File: src/rtl/data_island_scheduler.sv
// data_island_scheduler
//   Schedules HDMI data islands inside horizontal blanking. After a
//   blankStart pulse (with enough blanking) it waits LEAD_DELAY control
//   characters, emits an 8-character preamble and a 2-character leading
//   guard band. It then sends up to MAX_PACKETS 32-character packets,
//   one requester per packet, and closes with a 2-character trailing guard
//   band.
//
//   Arbitration: fixed priority by default (req[0] highest). Defining
//   DATA_ISLAND_ROUND_ROBIN_EN selects round-robin arbitration, which starts
//   after the last grantee. The pointer is kept across islands.
//
// Ports
//   pixelClock          sole clock, rising edge
//   resetN              asynchronous active-low reset
//   blankStart          1-cycle pulse at start of horizontal blanking
//   blankLength[11:0]   blanking length in characters, sampled with blankStart
//   req[2:0]            per-requester packet request level, held until acked
//   grant[2:0]          one-hot owner of the current packet slot
//   ack[2:0]            pulse on the last character of the granted packet
//   isFirstPacketClock  pulse one cycle before each packet's first character
//   dataIslandActive    high from first preamble to last trailing-guard char
//   phase[1:0]          0 control, 1 preamble, 2 guard band, 3 packet
module data_island_scheduler #(
  parameter int unsigned LEAD_DELAY  = 42,
  parameter int unsigned MAX_PACKETS = 4
) (
  input  logic        pixelClock,
  input  logic        resetN,
  input  logic        blankStart,
  input  logic [11:0] blankLength,
  input  logic [2:0]  req,
  output logic [2:0]  grant,
  output logic [2:0]  ack,
  output logic        isFirstPacketClock,
  output logic        dataIslandActive,
  output logic [1:0]  phase
);

  localparam logic [2:0] IDLE     = 3'd0;
  localparam logic [2:0] WAIT     = 3'd1;
  localparam logic [2:0] PREAMBLE = 3'd2;
  localparam logic [2:0] LGUARD   = 3'd3;
  localparam logic [2:0] PACKET   = 3'd4;
  localparam logic [2:0] TGUARD   = 3'd5;

  localparam logic [1:0] PH_CONTROL  = 2'd0;
  localparam logic [1:0] PH_PREAMBLE = 2'd1;
  localparam logic [1:0] PH_GUARD    = 2'd2;
  localparam logic [1:0] PH_PACKET   = 2'd3;

  localparam int unsigned MIN_BLANK = LEAD_DELAY + 44;
  localparam logic [11:0] LEAD_LAST = 12'(LEAD_DELAY - 1);

  logic [2:0]  state;
  logic [11:0] cnt;            // cycles remaining in the current state, minus one
  logic [11:0] latchedLength;
  logic [4:0]  pktCount;       // packets started in this island
  logic [2:0]  pendGrant;
  logic        pendValid;
`ifdef DATA_ISLAND_ROUND_ROBIN_EN
  logic [1:0]  rrPtr;          // highest-priority requester for the next pick
  logic [5:0]  candDouble;
  logic [2:0]  candRotated;
  logic [2:0]  pickRotated;
  logic [5:0]  pickDouble;
`endif

  logic [2:0]  candidates;
  logic [2:0]  winner;
  int unsigned k;
  logic        budgetOk;
  logic        countOk;
  logic        arbValid;
  logic        arbEdge;

  // Outputs are registered, so arbitration is resolved on the edge that
  // enters the arbitration cycle (last LGUARD / last PACKET character).
  // This lets isFirstPacketClock and ack appear during that cycle. The
  // resulting grant is loaded on the following edge.
  always_comb begin
    candidates = req & ((state == PACKET) ? ~grant : 3'b111);
    k          = (state == PACKET) ? {27'd0, pktCount} : 32'd0;
    budgetOk   = (LEAD_DELAY + 32'd46 + 32'd32 * k) <= {20'd0, latchedLength};
    countOk    = k < MAX_PACKETS;
`ifdef DATA_ISLAND_ROUND_ROBIN_EN
    // Rotate so rrPtr sits at bit 0, take the lowest set bit, rotate back.
    candDouble  = {candidates, candidates} >> rrPtr;
    candRotated = candDouble[2:0];
    pickRotated = candRotated & (~candRotated + 3'd1);
    pickDouble  = {pickRotated, pickRotated} << rrPtr;
    winner      = pickDouble[5:3];
`else
    winner      = candidates & (~candidates + 3'd1);
`endif
    arbValid   = (winner != 3'b000) && budgetOk && countOk;
    arbEdge    = ((state == LGUARD) || (state == PACKET)) && (cnt == 12'd1);
  end

  always_ff @(posedge pixelClock or negedge resetN) begin
    if (!resetN) begin
      state              <= IDLE;
      cnt                <= '0;
      latchedLength      <= '0;
      pktCount           <= '0;
      pendGrant          <= '0;
      pendValid          <= 1'b0;
      grant              <= '0;
      ack                <= '0;
      isFirstPacketClock <= 1'b0;
      dataIslandActive   <= 1'b0;
      phase              <= PH_CONTROL;
`ifdef DATA_ISLAND_ROUND_ROBIN_EN
      rrPtr              <= 2'd0;
`endif
    end else begin
      ack                <= '0;
      isFirstPacketClock <= 1'b0;
      if (cnt != '0) cnt <= cnt - 12'd1;

      if (arbEdge) begin
        pendGrant          <= arbValid ? winner : 3'b000;
        pendValid          <= arbValid;
        isFirstPacketClock <= arbValid;
      end

      if ((state == PACKET) && (cnt == 12'd1)) ack <= grant;

      case (state)
        IDLE: begin
          if (blankStart && ({20'd0, blankLength} >= MIN_BLANK)) begin
            state         <= WAIT;
            cnt           <= LEAD_LAST;
            latchedLength <= blankLength;
            pktCount      <= '0;
          end
        end
        WAIT: begin
          if (cnt == '0) begin
            if (req != 3'b000) begin
              state            <= PREAMBLE;
              cnt              <= 12'd7;
              phase            <= PH_PREAMBLE;
              dataIslandActive <= 1'b1;
            end else begin
              state <= IDLE;
            end
          end
        end
        PREAMBLE: begin
          if (cnt == '0) begin
            state <= LGUARD;
            cnt   <= 12'd1;
            phase <= PH_GUARD;
          end
        end
        LGUARD, PACKET: begin
          if (cnt == '0) begin
            if (pendValid) begin
              state    <= PACKET;
              cnt      <= 12'd31;
              grant    <= pendGrant;
              pktCount <= pktCount + 5'd1;
              phase    <= PH_PACKET;
`ifdef DATA_ISLAND_ROUND_ROBIN_EN
              rrPtr    <= pendGrant[0] ? 2'd1 : (pendGrant[1] ? 2'd2 : 2'd0);
`endif
            end else begin
              state <= TGUARD;
              cnt   <= 12'd1;
              grant <= '0;
              phase <= PH_GUARD;
            end
          end
        end
        TGUARD: begin
          if (cnt == '0) begin
            state            <= IDLE;
            phase            <= PH_CONTROL;
            dataIslandActive <= 1'b0;
          end
        end
        default: begin
          state            <= IDLE;
          grant            <= '0;
          phase            <= PH_CONTROL;
          dataIslandActive <= 1'b0;
        end
      endcase
    end
  end

endmodule

File: config.mk
export PLATFORM = sky130hd
export DESIGN_NAME = data_island_scheduler
export DESIGN_NICKNAME = d
export VERILOG_FILES = /design/src/rtl/data_island_scheduler.sv
export SDC_FILE = /design/constraint.sdc
export NUM_CORES = 1
export LEC_CHECK = 0
export BUFFER_PORTS_ARGS = -buffer_cell sky130_fd_sc_hd__buf_2
export CAP_MARGIN = 20
export CORE_MARGIN = 2
export CORE_UTILIZATION = 55
export DETAILED_ROUTE_END_ITERATION = 16
export PLACE_DENSITY = 0.79
export SYNTH_ARGS = -nofsm -noshare
export SYNTH_HDL_FRONTEND = slang
export SYNTH_SLANG_ARGS = --single-unit
File: constraint.sdc
create_clock -name pixelClock -period 4.8 [get_ports pixelClock]
set_input_delay 0.24 -clock pixelClock [delete_from_list [all_inputs] [get_ports pixelClock]]
set_output_delay 0.24 -clock pixelClock [all_outputs]
set_load 0.02 [all_outputs]
# Yosys cells after proc, flatten, opt, wreduce, memory -nomap -nowiden
# Index checks and enable logic that the tools add are counted.
dict set report word_totals {
  reg_bits 46
  output_inout_bits 10
}
dict set report classes {
  bitwise 7
  muxes 39
  n_lt_le_gt_ge 3
  eq_ne 13
  n_reduce_logical 21
  n_addsub 4
}
# operator count
set op_table {}
lappend op_table {{12-bit 2-to-1 mux} 6}
lappend op_table {{12-bit one-hot mux with 4 select lines} 1}
lappend op_table {{3-bit 2-to-1 mux} 10}
lappend op_table {{5-bit 2-to-1 mux} 5}
lappend op_table {{3-bit one-hot mux with 5 select lines} 1}
lappend op_table {{2-bit != test, second input constant} 7}
lappend op_table {{12-bit by 1-bit == test with 1-bit output, second input constant} 1}
lappend op_table {{12-bit by 7-bit >= comparator with 1-bit output, second input constant} 1}
lappend op_table {{11-bit by 12-bit <= comparator with 1-bit output} 1}
lappend op_table {{12-bit zero test} 1}
lappend op_table {{2-bit 2-to-1 mux} 6}
lappend op_table {{12-bit nonzero test} 1}
lappend op_table {{12-bit by 1-bit subtractor with 12-bit output, second input constant} 1}
lappend op_table {{7-bit by 10-bit adder with 11-bit output, first input constant} 1}
lappend op_table {{2-bit one-hot mux with 5 select lines} 1}
lappend op_table {{5-bit one-hot mux with 2 select lines} 1}
lappend op_table {{4-bit AND reduction} 2}
lappend op_table {{4-bit OR reduction} 2}
lappend op_table {{3-bit AND} 2}
lappend op_table {{3-bit by 2-bit == test with 1-bit output, second input constant} 2}
lappend op_table {{3-bit == test, second input constant} 2}
lappend op_table {{1-bit 2-to-1 mux} 6}
lappend op_table {{3-bit inverter} 2}
lappend op_table {{3-bit one-hot mux with 2 select lines} 1}
lappend op_table {{other kinds (15)} 23}

# Logic depth before layout (Yosys ltp)
# Gate-level depths: netlist of the first run.
dict set report logic_depth {
  ltp_word 10
  mapped_depth 13
  mapped_depth_nobuf 12
}

# Worst setup path before layout of the first run
# Ideal clock, no wire load.
dict set report synth_timing {
  path_kind {register to register}
  start {register state[0]}
  end {register pendGrant[2]}
  required_time_ps 4690
  slack_ps 2166
  arrival_ps 2524
  setup_time_ps 110
  stages_incl_launch_ff 14
  cell_sequence {dfrtp_1 -> clkbuf_1 -> nor2_1 -> nand2_1 -> nor2_1 -> ha_1 -> nand2_1 -> nor2_1 -> ha_1 -> and4b_1 -> o2bb2ai_1 -> a31oi_1 -> o221ai_1 -> o41ai_1}
}
dict set report synth_via {
  elab_chain_cells 10
  word_cells_on_any_way 17
  classes_between {add/sub: 2; order compare: 2; eq/ne: 2; mux: 3; bitwise: 3; reduce/logical: 5}
}
# item line
set synth_rtl {}
lappend synth_rtl {{start, declared} 55} ;# logic [2:0] state;
lappend synth_rtl {{start signal, assigned} 102} ;# state <= IDLE;
lappend synth_rtl {{start signal, assigned} 132} ;# state <= WAIT;
lappend synth_rtl {{start signal, assigned} 141} ;# state <= PREAMBLE;
lappend synth_rtl {{branches (longest 10 deep; another with 11-bit by 12-bit <= comparator with 1-bit output)} --}
lappend synth_rtl {{end signal, assigned} 122} ;# pendGrant <= arbValid ? winner : 3'b000;
lappend synth_rtl {{end, declared} 59} ;# logic [2:0] pendGrant;
# Several ways; the timed one is not identified.
# A chain may end at the register's enable or synchronous reset.

# Worst setup path after layout of the first run
dict set report layout_timing {
  start {register state[2]}
  end {register pendGrant[2]}
}
# Same word-level chain as after synthesis.

==> results of run 1 <==
==> power groups by stage <==
stage                     registers (mW)  clock network (mW)  logic (mW)
after floorplan                    0.601                   0       0.520
after global placement             0.653                   0       0.580
after detailed placement           0.663                   0       0.597
after CTS                          0.655               0.294       0.602
after global routing               0.677               0.307       0.686
final                              0.656               0.289       0.606
==> what timing repair did <==
item	CTS	global route
endpoints found under the hold margin	0	4
buffers inserted	0	0
hold buffers	0	1
==> stage by stage <==
stage	cells	instance area (sq um)	util [%]
after floorplan	292	2678	-
after global placement	374	2831	59.95
after detailed placement	374	2831	59.95
after CTS	382	2940	62.25
after global routing	384	2970	62.89
final	384	2970	62.89
==> layout make-up <==
class                   count  area (sq um)
clock buffers               5         68.82
clock inverters             3         40.04
fillers                   389          1753
inverters                  19         71.32
multi-input cells         214          1383
flip-flops and latches     46          1151
well taps                  67         83.83
repair buffers             30         172.7
==> cells in the mapped netlist, drive strengths merged (7+ instances only) <==
| master | n | area, sq um |
|---|---|---|
| buf | 8 | 53.80 |
| nand2 | 35 | 131.4 |
| nor2 | 21 | 78.83 |
| o31ai | 7 | 52.55 |
| nor3 | 16 | 95.09 |
| ha | 11 | 137.6 |
| inv | 19 | 71.31 |
| a21oi | 21 | 105.1 |
| o21ai | 22 | 110.1 |
| dfrtp | 46 | 1151 |
==> path summary, 6_finish.rpt <==
path / slack, ps / endpoint / startpoint / depth (start not counted)
worst max-delay path: 1530 / pendGrant[2] / state[2] / 10
worst min-delay path: 160 / latchedLength[8] / blankLength[8] / 3
worst max register to register: 1530 / pendGrant[2] / state[2] / 10
worst min register to register: 490 / pendGrant[1] / pendGrant[1] / 2
max in group asynchronous: 4080 / cnt[6] / resetN / 3
min in group asynchronous: 280 / cnt[8] / resetN / 2
==> per-layer routing <==
metal / up-vias / share of wire [%] / track usage (%)
met1: 1075 / 45 / 28.30
met4: 0 / 1.5 / 7.475
li1: 1089 / - / -
met5: - / 0 / 0
met3: 9 / 3.3 / 3.841
met2: 51 / 50 / 39.19
==> state kept, by name, indices dropped and copies added, names as in the netlist, 2 cells and up <==
register / cells
cnt: 12
latchedLength: 12
pktCount: 5
ack: 3
grant: 3
pendGrant: 3
state: 3
phase: 2
==> cell usage in the layout (no fill, tap or decap), types with 6 or more instances in the layout <==
master and instances:
dfrtp_1 46, ha_1 11, nor3_1 13, xnor2_1 6, o21ai_0 21, nand2_1 35
o31ai_1 7, nand3_1 6, inv_1 18, mux2_2 6, a21oi_1 21, nor2_1 21
buf_2 27
==> cell families after synthesis <==
family,after synthesis,share of synthesized area (%)
AO/OA/AOI/OAI,78,18.32
XOR/XNOR,9,2.944
adder cells (fa/ha/maj),11,5.140
buffers and inverters,32,5.374
flip-flops,46,42.99
multiplexers,11,4.392
AND/OR/NAND/NOR,105,20.84
==> worst reg2reg max path, cell delays in order (launching register included) <==
cell	delay [ps]
dfrtp_1	680
nor3b_2	560
and2_1	210
ha_1	180
xnor2_1	80
ha_1	260
and4b_1	230
nand3_1	130
nor4_1	240
o221ai_1	290
o41ai_1	320
==> results.toml, run 1 <==
[run_status]
outcome = "complete, no violations"

[layout]
num_antenna_cells = 0
fin_nets = 345
syn_to_final_growth_pct = 10.93
drive_above_1_share_pct = 16.72

[power_and_ir_drop]
leakagePower_nw = 1.359
p_seq_share_pct = 42.3
power.internal_uw = 934.8
peakVddDrop_v = 0.0002985
clkPwrFrac_pct = 18.6
p_comb_share_pct = 39.1
p_sw_share_pct = 39.72
power_density_mw_per_mm2 = 522.0
fin_total_pwr_mw = 1.551
switchingPower_uw = 615.9

[worst_setup_path]
critPathTopFamily = "simple AND/OR/NAND/NOR gates"
cp.required_ps = 4990
path_max_fanout = 19
cp_slowest_cell = "dfrtp_1"
arrival_ps = 3460
startpoint_type = "flop"
crit_path_cell_trace = "nor3b_2 > and2_1 > ha_1 > xnor2_1 > ha_1 > and4b_1 > nand3_1 > nor4_1 > o221ai_1 > o41ai_1"
cp.buffers_inverters = 0
end_kind = "flop"
critPathKind = "flop to flop"
crit_top_cell = "ha_1"
critPathMaxStageDelay_ps = 680

[logic_synthesis]
syn_area_sq_mm = 0.002678
yosysUniqueCellTypes = 62
syn-instance-count = 292
seq_area_frac_synth_pct = 42.99
ys_ff_latch = 46
syn_nets = 321
synth-async-reset-ratio_pct = 100.0
syn_avg_cell_area_sq_um = 9.170
ys.flop_type = "dfrtp_1"
yosysWarnings = 0
synth_edf_count = 0

[floorplanning]
core-area_sq_mm = 0.004723
die_y_um = 73.78
rows = 25
initial_utilization_pct = 56.69
die_w_um = 73.78
die-area_sq_mm = 0.005443
io_pins = 28

[placement]
dpl_worst_slack_ps = 1549
numPortBuffers = 27
dp_hpwl_um = 4051
place_congestion = 0.8487

[drt]
vias_per_cell = 5.792
ant_nets = 0
drtIter0Drc = 191
drcViolationCount = 0
firstDrtPassIters = 4
drt_wl_total_um = 5670
via_count = 2224
wl_per_cell_um = 14.77

[sta]
rsz0062_at_grt = "no"
fmax_mhz = 305.4
drv_slew = 0
worst_clock_skew_ps = 5.391
fin_tns_setup_ps = 0
setup_violations = 0
layout_setup_ws_ps = 1525
fin_crit_sh_pct = 68.22
final-hold-violation-count = 0
whs_ps = 160.4
worst_slew_pin_slew_ps = 905.9
relSlewSlack_pct = 39.60
layout_min_cycle_time_ps = 3275

[min_path]
hp-class = "input port to flop"

[clock_tree]
clk_pin_slew_worst_paths_ps = 90
cts_buffers = 5
tritoncts = "yes"
h-tree-depth = 2
cts_buffer_depth = 2
clk_latency_ps = 300
root_buffer = "clkbuf_8"
cts.sinks = 46
cts-resized-gates = 0

[global_route]
grt_pass1_wl_um = 9473
grtUsageTotal_pct = 22.54
overflow = 0
antenna_found_initial = 0
grt_pass1_vias = 2100
grt_max_degree = 47

[job]
drv_cap = 0
No activity file was read; power rests on OpenSTA's default activity.
==> run 2, diff against run 1 <==
- clock period: 4.8 -> 3.1 ns (I/O delays scaled with it)
==> run 2 against run 1 <==
Against the previous run: critical endpoint unchanged; largest power group is now combinational logic; flip-flop and latch count unchanged; worst setup slack worse by 1200 ps; sequential power increased by 48%.
==> results.toml, run 2 (synthesized netlist as in run 1, its figures left out) <==
[layout]
reg_top3 = "cnt: 12 flops, latchedLength: 12 flops, pktCount: 5 flops"
final_cell_area_sq_mm = 0.003038
fill_cells = 415
multi_input_area_sq_mm = 0.001383
num_antenna_cells = 0
fin_nets = 353
syn_to_final_growth_pct = 13.46
drive_above_1_share_pct = 18.77
ff_latch_area_sq_mm = 0.001151
layout_common_cells = "46 x dfrtp_1, 35 x nand2_1, 27 x buf_2"
layout_commonest_cell = "dfrtp_1"

[power_and_ir_drop]
fin_total_pwr_mw = 2.458
power_density_mw_per_mm2 = 809.1
leakagePower_nw = 1.403
peakVddDrop_v = 0.0004577

[clock_tree]
cts_buffer_depth = 2
cts.sinks = 46
root_buffer = "clkbuf_8"
post-cts-setup-buffers = 0
cts_buffers = 5
clk_pin_slew_worst_paths_ps = 90
h-tree-depth = 2
tritoncts = "yes"
clk_latency_ps = 300

[min_path]
hp-class = "input port to flop"
hold_depth = 3
min_to = "latchedLength[9]"
worstHoldStart = "blankLength[9]"

[floorplanning]
initial_utilization_pct = 56.69
rows = 25
die-area_sq_mm = 0.005443
die_w_um = 73.78
io_pins = 28
core-area_sq_mm = 0.004723
die_y_um = 73.78

[drt]
ant_nets = 0
vias_per_cell = 5.719
drcViolationCount = 0
via_count = 2242
wl_per_cell_um = 14.85
drtIter0Drc = 193
firstDrtPassIters = 4
drt_wl_total_um = 5822

[job]
drv_cap = 0

[sta]
fin_tns_setup_ps = 0
layout_min_cycle_time_ps = 2814
worst_slew_pin_slew_ps = 570.6
fin_crit_sh_pct = 90.78
setup_violations = 0
final-hold-violation-count = 0
rsz0062_at_grt = "no"
relSlewSlack_pct = 61.96
drv_slew = 0
fmax_mhz = 355.3
worst_clock_skew_ps = 7.071

[worst_setup_path]
cp.required_ps = 3290
critPathKind = "flop to flop"
arrival_ps = 3000
end_kind = "flop"
r2r_start = "state[2]"
r2r_cells = 10
ff2ff_setup_slack_ps = 290
startpoint_type = "flop"
path_max_fanout = 11
r2r-end = "pendGrant[2]"

[global_route]
grt_pass1_vias = 2161
antenna_found_initial = 0
overflow = 0
grt_pass1_wl_um = 9804
grtUsageTotal_pct = 23.26
grt_max_degree = 47

[placement]
place_congestion = 0.8277
placed_area_sq_mm = 0.002892
dp_hpwl_um = 4170
numPortBuffers = 27

[run_status]
outcome = "complete, no violations"
[run 2: cell types whose count changed in the layout (fill, tap and decap cells not counted), sizes merged]
cell,delta
buf,+8
[run 2: area by class of cell]
cell class | count | share of cell area (%)
repair buffers | 38 | 7.908
inverters | 19 | 2.348
flip-flops and latches | 46 | 37.89
well taps | 67 | 2.759
clock inverters | 3 | 1.318
multi-input cells | 214 | 45.51
clock buffers | 5 | 2.265
[run 2: layer usage]
layer / part of all wire [%] / GRT usage, % / vias to the layer above
li1: - / - / 1104
met1: 46 / 32.72 / 1080
met2: 49 / 36.61 / 50
met3: 3.6 / 3.429 / 8
met4: 1.6 / 8.081 / 0
met5: 0 / 0 / -
[run 2: metrics by stage]
step,hold slack (ps),util (%),setup slack (ps),cells
6_report,80.48,64.32,285.8,392
2_1_floorplan,-140.6,-,465.6,292
5_1_grt,88.01,64.32,70.19,392
3_3_place_gp,372.2,61.22,467.1,382
4_1_cts,59.97,63.52,268.7,390
3_5_place_dp,385.4,61.22,319.7,382
[run 2: worst max-delay path: stages, from the launching register on]
cell and delay [ps]:
dfrtp_1 540, nand2_1 170, nor2_1 200, ha_1 240, xnor2_1 100, ha_1 280, and4b_1 240, nand3_1 120
nor4_1 210, o221ai_1 290, o41ai_1 310
[run 2: worst max path at each step]
stage / cells after the start / startpoint / end / slack [ps]
after floorplan: 13 / state[0] / pendGrant[2] / 470
after global placement: 11 / state[2] / pendGrant[2] / 470
after detailed placement: 11 / state[2] / pendGrant[2] / 320
after CTS: 10 / state[2] / pendGrant[2] / 270
after global routing: 10 / state[2] / pendGrant[2] / 70
final: 10 / state[2] / pendGrant[2] / 290
[run 2: timing repair]
action | CTS | global route
hold buffers | 0 | 1
resized for setup | 0 | 0
hold endpoints to repair | 0 | 22
[run 2: report_power, final]
| part | switching [mW] | leakage [nW] | total, mW | internal (mW) |
|---|---|---|---|---|
| clock network | 0.204 | 0.0579 | 0.441 | 0.237 |
| logic | 0.592 | 0.772 | 1.05 | 0.456 |
| registers | 0.169 | 0.573 | 0.969 | 0.800 |
